===== src/rtl/run_monitor.sv =====
// rtl/run_monitor.sv - run sequencer and watchdog for multi-CPU 8-bit machine builds
// Define RUN_MONITOR_STEP_EN to drive cpu_en from step while in RUN.
module run_monitor #(
  parameter int NUM_CH         = 1,
  parameter int CNT_W          = 16,
  parameter int RESET_CYCLES   = 2,
  parameter int TIMEOUT_CYCLES = 2000,
  localparam int SEL_W         = (NUM_CH > 1) ? $clog2(NUM_CH) : 1
) (
  input  logic              clk,
  input  logic              reset,
  input  logic              start,
  input  logic              abort,
  input  logic              step,
  input  logic [NUM_CH-1:0] halted,
  output logic              cpu_reset,
  output logic              cpu_en,
  output logic              busy,
  output logic              done,
  output logic              timed_out,
  output logic [NUM_CH-1:0] halt_mask,
  output logic [CNT_W-1:0]  cycle_count,
  input  logic [SEL_W-1:0]  rd_sel,
  output logic [CNT_W-1:0]  rd_cycle
);

  localparam int RST_W = (RESET_CYCLES > 1) ? $clog2(RESET_CYCLES) : 1;
  localparam logic [CNT_W-1:0] TMO = CNT_W'(TIMEOUT_CYCLES);

`ifdef RUN_MONITOR_STEP_EN
  localparam bit STEP_EN = 1'b1;
`else
  localparam bit STEP_EN = 1'b0;
`endif

  typedef enum logic [2:0] {
    S_IDLE, S_RST_HOLD, S_RUN, S_DONE, S_TIMEOUT
  } state_e;

  state_e             state_q, state_d;
  logic [RST_W-1:0]   rst_cnt_q, rst_cnt_d;
  logic               cpu_reset_q, cpu_reset_d;
  logic               cpu_en_q, cpu_en_d;
  logic               busy_q, busy_d;
  logic               done_q, done_d;
  logic               timed_out_q, timed_out_d;
  logic [NUM_CH-1:0]  mask_q, mask_d;
  logic [CNT_W-1:0]   count_q, count_d;
  logic [CNT_W-1:0]   cap_q [NUM_CH];
  logic [CNT_W-1:0]   cap_d [NUM_CH];
  logic               run_en;

  // cpu_en_q marks an enabled cycle; all RUN bookkeeping keys off it
  assign run_en = STEP_EN ? step : 1'b1;

  always_comb begin
    state_d     = state_q;
    rst_cnt_d   = rst_cnt_q;
    cpu_reset_d = 1'b0;
    cpu_en_d    = 1'b0;
    done_d      = done_q;
    timed_out_d = timed_out_q;
    mask_d      = mask_q;
    count_d     = count_q;
    cap_d       = cap_q;
    case (state_q)
      S_IDLE, S_DONE, S_TIMEOUT: begin
        if (start && !abort) begin
          state_d     = S_RST_HOLD;
          rst_cnt_d   = '0;
          cpu_reset_d = 1'b1;
          done_d      = 1'b0;
          timed_out_d = 1'b0;
          mask_d      = '0;
          count_d     = '0;
          for (int i = 0; i < NUM_CH; i++) cap_d[i] = '0;
        end
      end
      S_RST_HOLD: begin
        if (abort) begin
          state_d = S_IDLE;
        end else if (rst_cnt_q == RST_W'(RESET_CYCLES - 1)) begin
          state_d  = S_RUN;
          cpu_en_d = run_en;
        end else begin
          rst_cnt_d   = rst_cnt_q + 1'b1;
          cpu_reset_d = 1'b1;
        end
      end
      S_RUN: begin
        if (abort) begin
          state_d = S_IDLE;
        end else begin
          cpu_en_d = run_en;
          if (cpu_en_q) begin
            for (int i = 0; i < NUM_CH; i++) begin
              if (halted[i] && !mask_q[i]) cap_d[i] = count_q;
            end
            mask_d = mask_q | halted;
            if (count_q != TMO) count_d = count_q + 1'b1;
            // completion is tested first so it wins over a same-cycle timeout
            if (&(mask_q | halted)) begin
              state_d  = S_DONE;
              done_d   = 1'b1;
              cpu_en_d = 1'b0;
            end else if (count_q == TMO) begin
              state_d     = S_TIMEOUT;
              timed_out_d = 1'b1;
              cpu_en_d    = 1'b0;
            end
          end
        end
      end
      default: state_d = S_IDLE;
    endcase
    busy_d = (state_d == S_RST_HOLD) || (state_d == S_RUN);
  end

  always_ff @(posedge clk) begin
    if (!reset) begin
      state_q     <= S_IDLE;
      rst_cnt_q   <= '0;
      cpu_reset_q <= 1'b0;
      cpu_en_q    <= 1'b0;
      busy_q      <= 1'b0;
      done_q      <= 1'b0;
      timed_out_q <= 1'b0;
      mask_q      <= '0;
      count_q     <= '0;
      for (int i = 0; i < NUM_CH; i++) cap_q[i] <= '0;
    end else begin
      state_q     <= state_d;
      rst_cnt_q   <= rst_cnt_d;
      cpu_reset_q <= cpu_reset_d;
      cpu_en_q    <= cpu_en_d;
      busy_q      <= busy_d;
      done_q      <= done_d;
      timed_out_q <= timed_out_d;
      mask_q      <= mask_d;
      count_q     <= count_d;
      cap_q       <= cap_d;
    end
  end

  always_comb begin
    rd_cycle = '0;
    for (int i = 0; i < NUM_CH; i++) begin
      if (rd_sel == SEL_W'(i)) rd_cycle = cap_q[i];
    end
  end

  assign cpu_reset   = cpu_reset_q;
  assign cpu_en      = cpu_en_q;
  assign busy        = busy_q;
  assign done        = done_q;
  assign timed_out   = timed_out_q;
  assign halt_mask   = mask_q;
  assign cycle_count = count_q;

endmodule

===== config.mk =====
export PLATFORM = sky130hd
export DESIGN_NAME = run_monitor
export DESIGN_NICKNAME = d
export VERILOG_FILES = /design/src/rtl/run_monitor.sv
export SDC_FILE = /design/constraint.sdc
export NUM_CORES = 1
export LEC_CHECK = 0
export BUFFER_PORTS_ARGS = -buffer_cell sky130_fd_sc_hd__buf_2
export CAP_MARGIN = 30
export CORE_MARGIN = 1
export CORE_UTILIZATION = 38
export CTS_CLUSTER_SIZE = 40
export DETAILED_ROUTE_END_ITERATION = 8
export PLACE_DENSITY = 0.6
export SETUP_SLACK_MARGIN = 0.3
export SYNTH_ARGS = -nofsm -noshare
export SYNTH_HDL_FRONTEND = slang
export SYNTH_SLANG_ARGS = --single-unit

===== constraint.sdc =====
create_clock -name clk -period 1.65 [get_ports clk]
set_input_delay 0.2475 -clock clk [delete_from_list [all_inputs] [get_ports clk]]
set_output_delay 0.2475 -clock clk [all_outputs]
set_load 0.01 [all_outputs]

After elaboration in Yosys (flattened, before gate mapping)
Index checks and enable logic that the tools add are counted.

Reductions and logical operators: 15. Bitwise logic cells: 1. Mux-type cells: 45. Equality and inequality tests: 17. $add $sub $neg: 2.

Operators with widths (number): 16-bit two-way mux (8); 16-bit one-hot mux with 2 select lines (2); 1-bit two-way mux (21); 3-bit two-way mux (7); 2-bit inequality test, second input constant (9); 16-bit by 1-bit adder with 16-bit output, second input constant (1); 16-bit by 11-bit equality test with 1-bit output, second input constant (1); 16-bit by 11-bit inequality test with 1-bit output, second input constant (1); 5-bit AND reduction (3); 1-bit one-hot mux with 2 select lines (6); 3-bit by 2-bit equality test with 1-bit output, second input constant (3); 3-bit one-hot mux with 3 select lines (1); 3-bit by 1-bit equality test with 1-bit output, second input constant (2); 6-bit AND reduction (1); 4-bit AND reduction (1); 2-bit nonzero test (2); 3-bit equality test, second input constant (1); 3-bit zero test (1); 3-bit AND reduction (1); 3-bit OR reduction (1); 1-bit logical AND (2); 1-bit zero test (2); 1-bit adder, second input constant (1); 1-bit logical OR (1); 1-bit OR (1).

Logic and storage cells: 90. Bits of input ports: 7. Output and inout bits: 38. Bits in registers: 42.

Longest topological paths before layout
Gate-level depths: netlist of run 1.

Word-level depth: 8. Gate-level depth with buffers: 7. Mapped depth without buffers: 6.

Worst setup path before layout of run 1
Ideal clock, no wire load.

Kind: reg2reg. From: reg count_q[14], in the netlist cycle_count[14]. To: reg cpu_en_q, in the netlist cpu_en. Data required time: 1.532 ns. Library setup time: 0.118 ns. Path buffers: 0. Period minus slack after synthesis: 1.793 ns. Stages on the path, launching flop included: 5. Arrival time: 1.675 ns. Setup slack: -0.143 ns. Cell sequence: dfxtp_1 -> or4_4 -> nor4_4 -> a21boi_1 -> o2111a_1.

Longest elaborated chain between the ends: 6.

Ends and longest elaborated chain: start: declaration (line 48) `logic [CNT_W-1:0] count_q, count_d;`; start signal: assignment (line 140) `count_q <= count_d;`; 16-bit by 11-bit equality test with 1-bit output (line 106) `end else if (count_q == TMO) begin`; 1-bit two-way mux (line 106); 1-bit two-way mux (line 102) `if (&(mask_q | halted)) begin`; 1-bit two-way mux (line 95) `if (cpu_en_q) begin`; 1-bit two-way mux (line 91) `if (abort) begin`; 1-bit one-hot mux with 2 select lines (line 66) `case (state_q)`; end signal: assignment (line 135) `cpu_en_q <= cpu_en_d;`; end: declaration (line 43) `logic cpu_en_q, cpu_en_d;`.

Every way passes these cells. A chain may end at the register's enable or synchronous reset.

Worst setup path in the final report of run 1
From: reg count_q[3], in the netlist cycle_count[3]. To: reg cpu_en_q, in the netlist cpu_en.

Same word-level chain as after synthesis.

==> results.md, run 1 <==
| Parameter | Value |
|:---|:---|
| Status | finished with violations |
| Violations in the final reports | setup timing |
| Maximum ir drop on the vdd rail | 0.000308 V |
| Leading register cell type out of synthesis | dfxtp_1 |
| Ys async rst share | 0 |
| Startpoint of the lowest-slack hold path | reset |
| Clk sinks | 42 |
| Number of max-cap violations | 0 |
| Initial antenna violation count | 0 |
| Final hold violations | 0 |
| Post-layout minimum cycle time | 1.72 ns |
| Flip-flop and latch area | 852 µm² |
| Number of buffers between clock root and the deepest sink | 2 |
| Count of mapped cells out of synthesis | 259 |
| Proportion of layout cells with a drive suffix above 1 | 0.432 |
| Final worst path period share | 1.04 |
| Global placement routability congestion | 0.864 |
| I/O Buffers | 43 |
| Unrepaired setup endpoints after global routing | true |
| Most Used Layer, Global Route | met2 |
| Element type at the critical path end | flip-flop |
| Post-detailed-route DRC marker count | 0 |
| Synthesis-to-finish area growth | 47.9% |
| Area of the core region | 0.00557 mm² |
| Smallest setup slack after layout | -0.0729 ns |
| Final layout net count | 353 |
| Kind of critical path | reg2reg |
| Met3 layer usage reported by global route | 0.0337 |
| Detail Route Antenna Nets | 0 |
| Via density | 5.49 |
| Number of failing setup endpoints in the final timing report | 17 |
| Number of distinct standard cells referenced by the synthesized netlist | 48 |
| Power after layout | 0.00199 W |
| Met2 Resource Use GR | 0.374 |
| Clock buffers created by TritonCTS | 5 |
| Width of the die | 78.4 µm |
| Diodes inserted | 0 |
| Worst-path maximum fanout | 10 |
| Synthesized area | 0.00222 mm² |
| Mean area per synthesized cell | 8.57 µm² |
| Effective utilization at floorplan | 0.398 |
| Worst setup skew after layout | 0.00925 ns |
| Data arrival time of the critical path | 1.92 ns |
| First-pass GRT wire length | 10100 µm |
| Initial DRC count | 118 |
| Type of the most critical hold path | in2reg |
| Placement Rows | 27 |
| Number of synthesized register bits | 42 |
| Post-route core utilization | 0.589 |
| Maximum number of pins on one net before global-route repair | 35 |
| Combined area of the multi-input logic cells | 0.00146 mm² |
| Clock slew at the register clock pins of the worst setup and hold paths | 0.09 ns |
| Number of global-route vias before repair | 2104 |
| CP startpoint kind | flip-flop |
| Number of detailed-routing iterations run before antenna repair | 4 |
| Wire per inst | 15.1 µm |
| Detailed-route wire length | 6310 µm |
| Die outline area | 0.00615 mm² |
| CTS tree | yes |
| Top library cells by usage in the layout, fill and taps aside | buf_4, buf_2, nand3_1 |
| Count of filler cells inserted in the layout | 501 |
| Remaining global-route overflow | 0 |
| Data required time of the worst path | 1.85 ns |
| Portion of the post-synthesis area used by sequential elements | 0.379 |
| Startpoint of the worst-slack reg-to-reg timing path | cycle_count[3] |
| Number of H-tree levels | 2 |
| Relative slew slack | 0.733 |
| Top-level I/O count | 45 |
| Pin slew with the least headroom to its limit | 0.400 ns |
| Synthesized net count | 268 |
| Met1 demand-to-capacity share in global routing | 0.264 |
| Total of warnings raised by yosys | 0 |
| Leakage dissipation | 1.44 nW |
| Global-route usage over all layers | 0.212 |
| Max Clk Rate | 580 MHz |
| Dpl hpwl | 4310 µm |
| Final Slew Violations | 0 |
| Setup TNS Final | -0.584 ns |
| Via Count | 2290 |
| Leading cell type in the layout, fill and taps excluded | buf_4 |
| Clock latency of the later-clocked register in the worst-skew pair | 0.30 ns |
| Total power per unit cell area | 607 mW/mm² |
| Vertical extent of the die | 78.4 µm |
| Number of synthesized flops with an enable pin | 0 |
| Launch point of the critical path | cycle_count[3] |
| Clock root buffer | clkbuf_8 |
synth_stat cells (2+ instances only):
master,count,area share
mux2i_1,24,0.11
and3_1,3,0.0085
or3_1,4,0.011
nor4_1,3,0.0085
or4_1,5,0.017
nand3b_1,8,0.027
nand2_1,7,0.012
nand2b_1,3,0.0085
o21ai_1,3,0.0068
buf_2,4,0.0090
or2_1,2,0.0056
ha_1,2,0.011
dfxtp_1,42,0.38
and4_1,2,0.0079
clkbuf_1,14,0.024
a21boi_1,2,0.0068
a22o_1,2,0.0079
nor2_1,9,0.015
a21oi_1,11,0.025
nor3_1,5,0.011
nor2b_1,20,0.056
nand4_1,2,0.0056
o31ai_1,5,0.017
o21ai_0,3,0.0068
inv_1,8,0.014
buf_1,2,0.0034
nand3_1,43,0.097
worst max-delay path, cell delays in order, from the launching register on:
cell and delay [ns]:
dfxtp_2 0.32, or4b_4 0.55, nor4_4 0.28, buf_6 0.18, a21boi_1 0.07, o2111a_1 0.22
worst paths after layout:
| kind | endpoint | slack, ns | cells past startpoint |
|---|---|---|---|
| worst max register to register | cpu_en | -0.07 | 5 |
| worst min-delay path | cycle_count[1] | 0.32 | 2 |
| worst min register to register | cap_q[0] | 0.47 | 2 |
| worst max-delay path | cpu_en | -0.07 | 5 |
power breakdown:
part           total, W  internal [W]  switching, W  leakage [nW]
clock network  0.000717      0.000337      0.000380        0.0472
logic          0.000248      0.000116      0.000131          1.05
registers       0.00103       0.00102    0.00000708         0.343
stage by stage:
stage	setup slack, ns	hold slack [ns]	cell area [µm²]	cells
2_1_floorplan	-0.120	0.442	2350	259
3_5_place_dp	-0.163	0.454	2920	400
4_1_cts	-0.0809	0.311	3190	416
5_1_grt	-0.138	0.332	3280	417
6_report	-0.0729	0.319	3280	417
3_3_place_gp	-0.118	0.451	2920	400
registers in the layout, indices dropped and copies added (netlist names):
signal	flops
cap_q	16
timed_out	1
done	1
rst_cnt_q	1
cycle_count	16
halt_mask	1
busy	1
cpu_en	1
cpu_reset	1
state_q	3
layer usage:
layer  share of wire  up-vias
li1                -     1116
met1            0.46     1114
met2            0.49       54
met3           0.034        6
met4           0.011        0
met5               0        -
kinds of logic (layout without fill, tap and decap cells):
logic type                 after synthesis  after routing  share of synthesized area
and+or+nand+nor                        123            123                      0.327
muxes                                   24             24                      0.108
xor gates and xnor gates                 1              1                    0.00395
adders and majority gates                2              2                     0.0113
AOI/OAI and AO/OA                       38             38                      0.118
DFF                                     42             42                      0.379
buffers and inverters                   29            115                     0.0530
area by class of cell:
class / instances / share of cell area
Clock inverter: 2 / 0.00381
Sequential cell: 42 / 0.260
Clock buffer: 6 / 0.0252
Tap cell: 72 / 0.0274
Timing Repair Buffer: 99 / 0.231
Inverter: 8 / 0.00915
Multi-Input combinational cell: 188 / 0.444
timing repair:
action	4_1_cts	5_1_grt
hold buffers	0	0
resized for setup	19	22
buffers inserted	6	1
endpoints found under the setup margin	42	42
cloned	2	0
pin swaps	5	7
Note: power is estimated with default switching activity, not from simulation.
==> run 2, diff against run 1 <==
--- a/config.mk
+++ b/config.mk
@@ -9,9 +9,11 @@
 export CAP_MARGIN = 30
 export CORE_MARGIN = 1
 export CORE_UTILIZATION = 38
+export CTS_BUF_LIST = sky130_fd_sc_hd__clkbuf_16
 export CTS_CLUSTER_SIZE = 40
 export DETAILED_ROUTE_END_ITERATION = 8
 export PLACE_DENSITY = 0.6
+export RECOVER_POWER = 100
 export SETUP_SLACK_MARGIN = 0.3
 export SYNTH_ARGS = -nofsm -noshare
 export SYNTH_HDL_FRONTEND = slang
==> results.md, run 2 (synthesis results as in run 1) <==
| Parameter | Value | Change |
|:---|:---|:---|
| Leading cell type in the layout, fill and taps excluded | nand3_1 |  |
| Data required time of the worst path | 1.83 ns | -0.02 ns |
| Number of H-tree levels | 2 | unchanged |
| Worst path buffer plus inverter count | 1 | unchanged |
| Placement Rows | 27 | unchanged |
| Maximum ir drop on the vdd rail | 0.000365 V | +18% |
| Dpl hpwl | 4310 µm | unchanged |
| Clock root buffer | clkbuf_16 |  |
| Met2 WL post-DR | 3230 µm | +3.7% |
| I/O Buffers | 43 | unchanged |
| Sequence of cells on the critical path | or4b_4, nor4_4, buf_6, a21boi_1, o2111a_1 |  |
| Pin slew with the least headroom to its limit | 0.402 ns | +0.00178 ns |
| Number of failing setup endpoints in the final timing report | 18 | +1 |
| CP top delay family | simple AND/OR/NAND/NOR gates |  |
| Element type at the critical path end | flip-flop |  |
| Vertical extent of the die | 78.4 µm | unchanged |
| Number of buffers between clock root and the deepest sink | 2 | unchanged |
| Diodes inserted | 0 | unchanged |
| Final worst path period share | 1.04 | about the same |
| Top library cells by usage in the layout, fill and taps aside | nand3_1, dfxtp_1, buf_4 |  |
| Kind of critical path | reg2reg |  |
| Number of detailed-routing iterations run before antenna repair | 4 | unchanged |
| Detailed-route wire length | 6470 µm | +2.5% |
| Proportion of layout cells with a drive suffix above 1 | 0.320 | -0.112 |
| Final Cell Area | 0.00320 mm² | -2.4% |
| Clock buffers created by TritonCTS | 5 | unchanged |
| Maximum number of pins on one net before global-route repair | 35 | unchanged |
| Number of global-route vias before repair | 2077 | -1.3% |
| Via density | 5.48 | -0.28% |
| Detail Route Antenna Nets | 0 | unchanged |
| Remaining global-route overflow | 0 | unchanged |
| Data arrival time of the critical path | 1.90 ns | -0.02 ns |
| Type of the most critical hold path | in2reg |  |
| Initial antenna violation count | 0 | unchanged |
| Synthesis-to-finish area growth | 44.4% |  |
| Via Count | 2278 | -0.52% |
| Wire per inst | 15.5 µm | +2.7% |
| Cell area after placement | 0.00292 mm² | unchanged |
| Violations in the final reports | setup timing |  |
| CTS tree | yes |  |
| Total power per unit cell area | 695 mW/mm² | +14% |
| Width of the die | 78.4 µm | unchanged |
| Highest routed metal layer | met4 |  |
| Post-Route Hold Slack | 0.332 ns | +0.0137 ns |
| First-pass GRT wire length | 10100 µm | -0.21% |
| Final Slew Violations | 0 | unchanged |
| Post-route core utilization | 0.575 | -0.0139 |
| Sum of routed wire segments on met1 | 2850 µm | -2.0% |
| Effective utilization at floorplan | 0.398 | unchanged |
| Crit-path slowest cell | or4b_4 |  |
| Die outline area | 0.00615 mm² | unchanged |
| Flip-flop and latch area | 850 µm² | -0.29% |
| Clk sinks | 42 | unchanged |
| Worst-path maximum fanout | 10 | unchanged |
| Max Clk Rate | 581 MHz | about the same |
| Area of the core region | 0.00557 mm² | unchanged |
| Count of filler cells inserted in the layout | 528 | +5.4% |
| Count of hold buffers inserted by post-cts repair | 0 | unchanged |
| Global placement routability congestion | 0.864 | unchanged |
| Relative slew slack | 0.731 | -0.00119 |
| Setup slack at placement | -0.163 ns | unchanged |
| Clock latency of the later-clocked register in the worst-skew pair | 0.29 ns | about the same |
| Global-route usage over all layers | 0.213 | +0.00173 |
| Met3 wirelength from detailed routing | 320 µm | +49% |
| Smallest setup slack after layout | -0.0723 ns | +0.000655 ns |
| Worst setup skew after layout | 0.00674 ns | -0.00251 ns |
| Unrepaired setup endpoints after global routing | true |  |
| Combined area of the multi-input logic cells | 0.00143 mm² | -1.6% |
| CP startpoint kind | flip-flop |  |
| Initial DRC count | 129 | +9.3% |
| Slowest Stage Delay on Critical Path | 0.55 ns | about the same |
| Post-layout minimum cycle time | 1.72 ns | -0.000655 ns |
| Leakage dissipation | 1.29 nW | -10% |
| Final hold violations | 0 | unchanged |
| Clock slew at the register clock pins of the worst setup and hold paths | 0.06 ns | -0.03 ns |
| Number of max-cap violations | 0 | unchanged |
| Post-detailed-route DRC marker count | 0 | unchanged |
| Final layout net count | 352 | -0.28% |
| Top-level I/O count | 45 | unchanged |
| Status | finished with violations |  |
==> run 2: changes by cell type in the layout (fill, tap and decap cells not counted), moves of 5 or more <==
cell / previous run / this run
clkbuf_1: 0 / 32
buf_2: 43 / 19
clkbuf_8: 6 / 0
buf_4: 44 / 35
clkbuf_16: 0 / 5
==> run 2: path summary, 6_finish.rpt <==
check | start | endpoint | slack (ns) | depth (start not counted)
setup / recovery | cycle_count[3] | cpu_en | -0.07 | 5
hold / removal | reset | cycle_count[1] | 0.33 | 2
setup reg to reg | cycle_count[3] | cpu_en | -0.07 | 5
hold reg to reg | cap_q[5] | cap_q[5] | 0.47 | 2
==> run 2: metal layers <==
| layer | GRT usage | vias up |
|---|---|---|
| met4 | 0.0611 | 0 |
| met5 | 0 | - |
| met2 | 0.372 | 66 |
| met3 | 0.0407 | 7 |
| met1 | 0.266 | 1091 |
| li1 | - | 1114 |
==> run 2: report_power, final <==
group          switching, W  leakage [nW]  internal (W)  total, W
Combinational      0.000129         0.880      0.000105  0.000235
Sequential       0.00000713         0.342       0.00102   0.00103
Clock              0.000410        0.0672      0.000553  0.000963
Total              0.000547          1.29       0.00168   0.00223
==> run 2: layout make-up <==
class / instances / share of cell area
Timing Repair Buffer: 98 / 0.206
Tap cell: 72 / 0.0281
Sequential cell: 42 / 0.265
Clock buffer: 5 / 0.0390
Clock inverter: 3 / 0.00508
Inverter: 8 / 0.00937
Multi-Input combinational cell: 188 / 0.447
==> run 2: timing repair <==
| item | CTS | global route |
|---|---|---|
| cloned | 2 | 0 |
| resized for setup | 21 | 19 |
| pin swaps | 4 | 6 |
| endpoints found under the setup margin | 42 | 42 |
| buffers inserted | 5 | 1 |
==> run 2: stage by stage <==
step           total power, W  setup TNS [ns]  instances
2_1_floorplan         0.00118          -0.848        259
3_3_place_gp          0.00125           -1.72        400
3_5_place_dp          0.00125           -2.36        400
4_1_cts               0.00225          -0.872        415
5_1_grt               0.00231           -2.00        416
6_report              0.00223          -0.594        416
==> run 3, diff against run 2 <==
--- a/config.mk
+++ b/config.mk
@@ -12,6 +12,7 @@
 export CTS_BUF_LIST = sky130_fd_sc_hd__clkbuf_16
 export CTS_CLUSTER_SIZE = 40
 export DETAILED_ROUTE_END_ITERATION = 8
+export MAX_ROUTING_LAYER = met4
 export PLACE_DENSITY = 0.6
 export RECOVER_POWER = 100
 export SETUP_SLACK_MARGIN = 0.3
==> results.md, run 3 (synthesis results as in run 1) <==
| Parameter | Value | Change |
|:---|:---|:---|
| Setup slack, reg-to-reg | -0.08 ns | about the same |
| Maximum ir drop on the vdd rail | 0.000365 V | about the same |
| Count of hold buffers inserted by post-cts repair | 0 | unchanged |
| Proportion of layout cells with a drive suffix above 1 | 0.320 | unchanged |
| Critical Path Sink | cpu_en |  |
| Type of the most critical hold path | in2reg |  |
| Crit-path slowest cell | or4b_4 |  |
| Clock root buffer | clkbuf_16 |  |
| Data arrival time of the critical path | 1.91 ns | about the same |
| Die outline area | 0.00615 mm² | unchanged |
| Effective utilization at floorplan | 0.398 | unchanged |
| Final layout net count | 352 | unchanged |
| Diodes inserted | 0 | unchanged |
| Relative slew slack | 0.731 | about the same |
| Synthesis-to-finish area growth | 44.4% | unchanged |
| Violations in the final reports | setup timing |  |
| Post-detailed-route DRC marker count | 0 | unchanged |
| Pin slew with the least headroom to its limit | 0.402 ns | -0.0000163 ns |
| Area of the core region | 0.00557 mm² | unchanged |
| Smallest setup slack after layout | -0.0758 ns | -0.00353 ns |
| Top-level I/O count | 45 | unchanged |
| Global-route usage over all layers | 0.219 | +0.00597 |
| Number of detailed-routing iterations run before antenna repair | 4 | unchanged |
| Max Clk Rate | 579 MHz | -0.20% |
| Final Slew Violations | 0 | unchanged |
| Number of max-cap violations | 0 | unchanged |
| Dpl hpwl | 4310 µm | unchanged |
| Vertical extent of the die | 78.4 µm | unchanged |
| Worst setup skew after layout | 0.00661 ns | -0.000129 ns |
| Global placement routability congestion | 0.878 | +1.6% |
| Clock latency of the later-clocked register in the worst-skew pair | 0.29 ns | about the same |
| Leakage dissipation | 1.29 nW | unchanged |
| Initial antenna violation count | 0 | unchanged |
| Width of the die | 78.4 µm | unchanged |
| Clock buffers created by TritonCTS | 5 | unchanged |
| Number of global-route vias before repair | 2079 | +0.096% |
| Number of H-tree levels | 2 | unchanged |
| Remaining global-route overflow | 0 | unchanged |
| Wire per inst | 15.6 µm | +0.37% |
| Clk sinks | 42 | unchanged |
| Data required time of the worst path | 1.83 ns | about the same |
| First-pass GRT wire length | 10100 µm | unchanged |
| I/O Buffers | 43 | unchanged |
| Total power per unit cell area | 695 mW/mm² | about the same |
| Sequence of cells on the critical path | or4b_4, nor4_4, buf_6, a21boi_1, o2111a_1 |  |
| Power after layout | 0.00223 W | about the same |
| Detail Route Antenna Nets | 0 | unchanged |
| Kind of critical path | reg2reg |  |
| CTS tree | yes |  |
| Element type at the critical path end | flip-flop |  |
| Launch point of the critical path | cycle_count[3] |  |
| Unrepaired setup endpoints after global routing | true |  |
| Worst reg2reg path depth | 5 | unchanged |
| Detailed-route wire length | 6490 µm | +0.37% |
| Maximum number of pins on one net before global-route repair | 35 | unchanged |
| Leading cell type in the layout, fill and taps excluded | nand3_1 |  |
| Final worst path period share | 1.05 | +0.00214 |
| Slowest Stage Delay on Critical Path | 0.55 ns | about the same |
| Placed insts | 400 | unchanged |
| Status | finished with violations |  |
| Post-layout minimum cycle time | 1.73 ns | +0.00353 ns |
| Number of buffers between clock root and the deepest sink | 2 | unchanged |
| Top library cells by usage in the layout, fill and taps aside | nand3_1, dfxtp_1, buf_4 |  |
| Via Count | 2263 | -0.66% |
| Cell Count, Final, Fillers Out | 416 | unchanged |
| Number of failing setup endpoints in the final timing report | 18 | unchanged |
| Worst-path maximum fanout | 10 | unchanged |
| Startpoint of the worst-slack reg-to-reg timing path | cycle_count[3] |  |
| Via density | 5.44 | -0.66% |
| Initial DRC count | 174 | +35% |
| Placement Rows | 27 | unchanged |
| Clock slew at the register clock pins of the worst setup and hold paths | 0.06 ns | about the same |
| CP startpoint kind | flip-flop |  |
| Endpoint of the lowest-slack register-to-register path | cpu_en |  |
| Final hold violations | 0 | unchanged |
[run 3: cell counts in the layout (fill, tap and decap cells not counted)]
No cell type changed its count.
[run 3: critical path: cells and delay by family, from the launching register on]
kind / cells / cell delay [ns]
AOI/OAI and AO/OA: 2 / 0.29
buffers and inverters: 1 / 0.18
DFF: 1 / 0.32
and+or+nand+nor: 2 / 0.83
[run 3: layout make-up]
class                   instances  area [µm²]
flip-flops and latches         42         850
well taps                      72        90.1
fillers                       528        2370
inverters                       8        30.0
clock inverters                 3        16.3
clock buffers                   5         125
repair buffers                 98         659
multi-input cells             188        1430
[run 3: stage by stage]
stage	setup slack [ns]	TNS [ns]	util	cell area (µm²)	hold WS, ns
2_1_floorplan	-0.120	-0.848	-	2350	0.442
4_1_cts	-0.0785	-0.872	0.580	3230	0.329
5_1_grt	-0.130	-1.97	0.575	3200	0.351
3_3_place_gp	-0.118	-1.72	0.524	2920	0.451
6_report	-0.0758	-0.589	0.575	3200	0.331
3_5_place_dp	-0.163	-2.36	0.524	2920	0.454
[run 3: worst min path at each step]
stage | startpoint | endpoint | slack, ns | cells after the start
floorplan | cap_q[0] | cap_q[0] | 0.44 | 2
global placement | cap_q[11] | cap_q[11] | 0.45 | 2
detailed placement | cap_q[14] | cap_q[14] | 0.45 | 2
CTS | start | state_q[0] | 0.33 | 3
global route | reset | cycle_count[1] | 0.35 | 2
finish | reset | cycle_count[1] | 0.33 | 2
[run 3: power by group]
group	internal (W)	switching, W	leakage (nW)
Sequential	0.00102	0.00000712	0.342
Combinational	0.000105	0.000130	0.880
Clock	0.000553	0.000412	0.0672
[run 3: layer usage]
layer	GRT usage	vias up	wire length [µm]	part of all wire
met4	0.0611	0	66	0.010
met2	0.373	56	3250	0.50
met3	0.0395	7	263	0.041
met5	-	-	0	0
met1	0.266	1090	2910	0.45
li1	-	1110	-	-
[run 3: repair_timing]
action | in CTS | in global routing
cloned | 2 | 0
pin swaps | 4 | 6
resized for setup | 21 | 19
hold endpoints to repair | 0 | 0
setup buffers | 5 | 1
setup endpoints to repair | 42 | 42
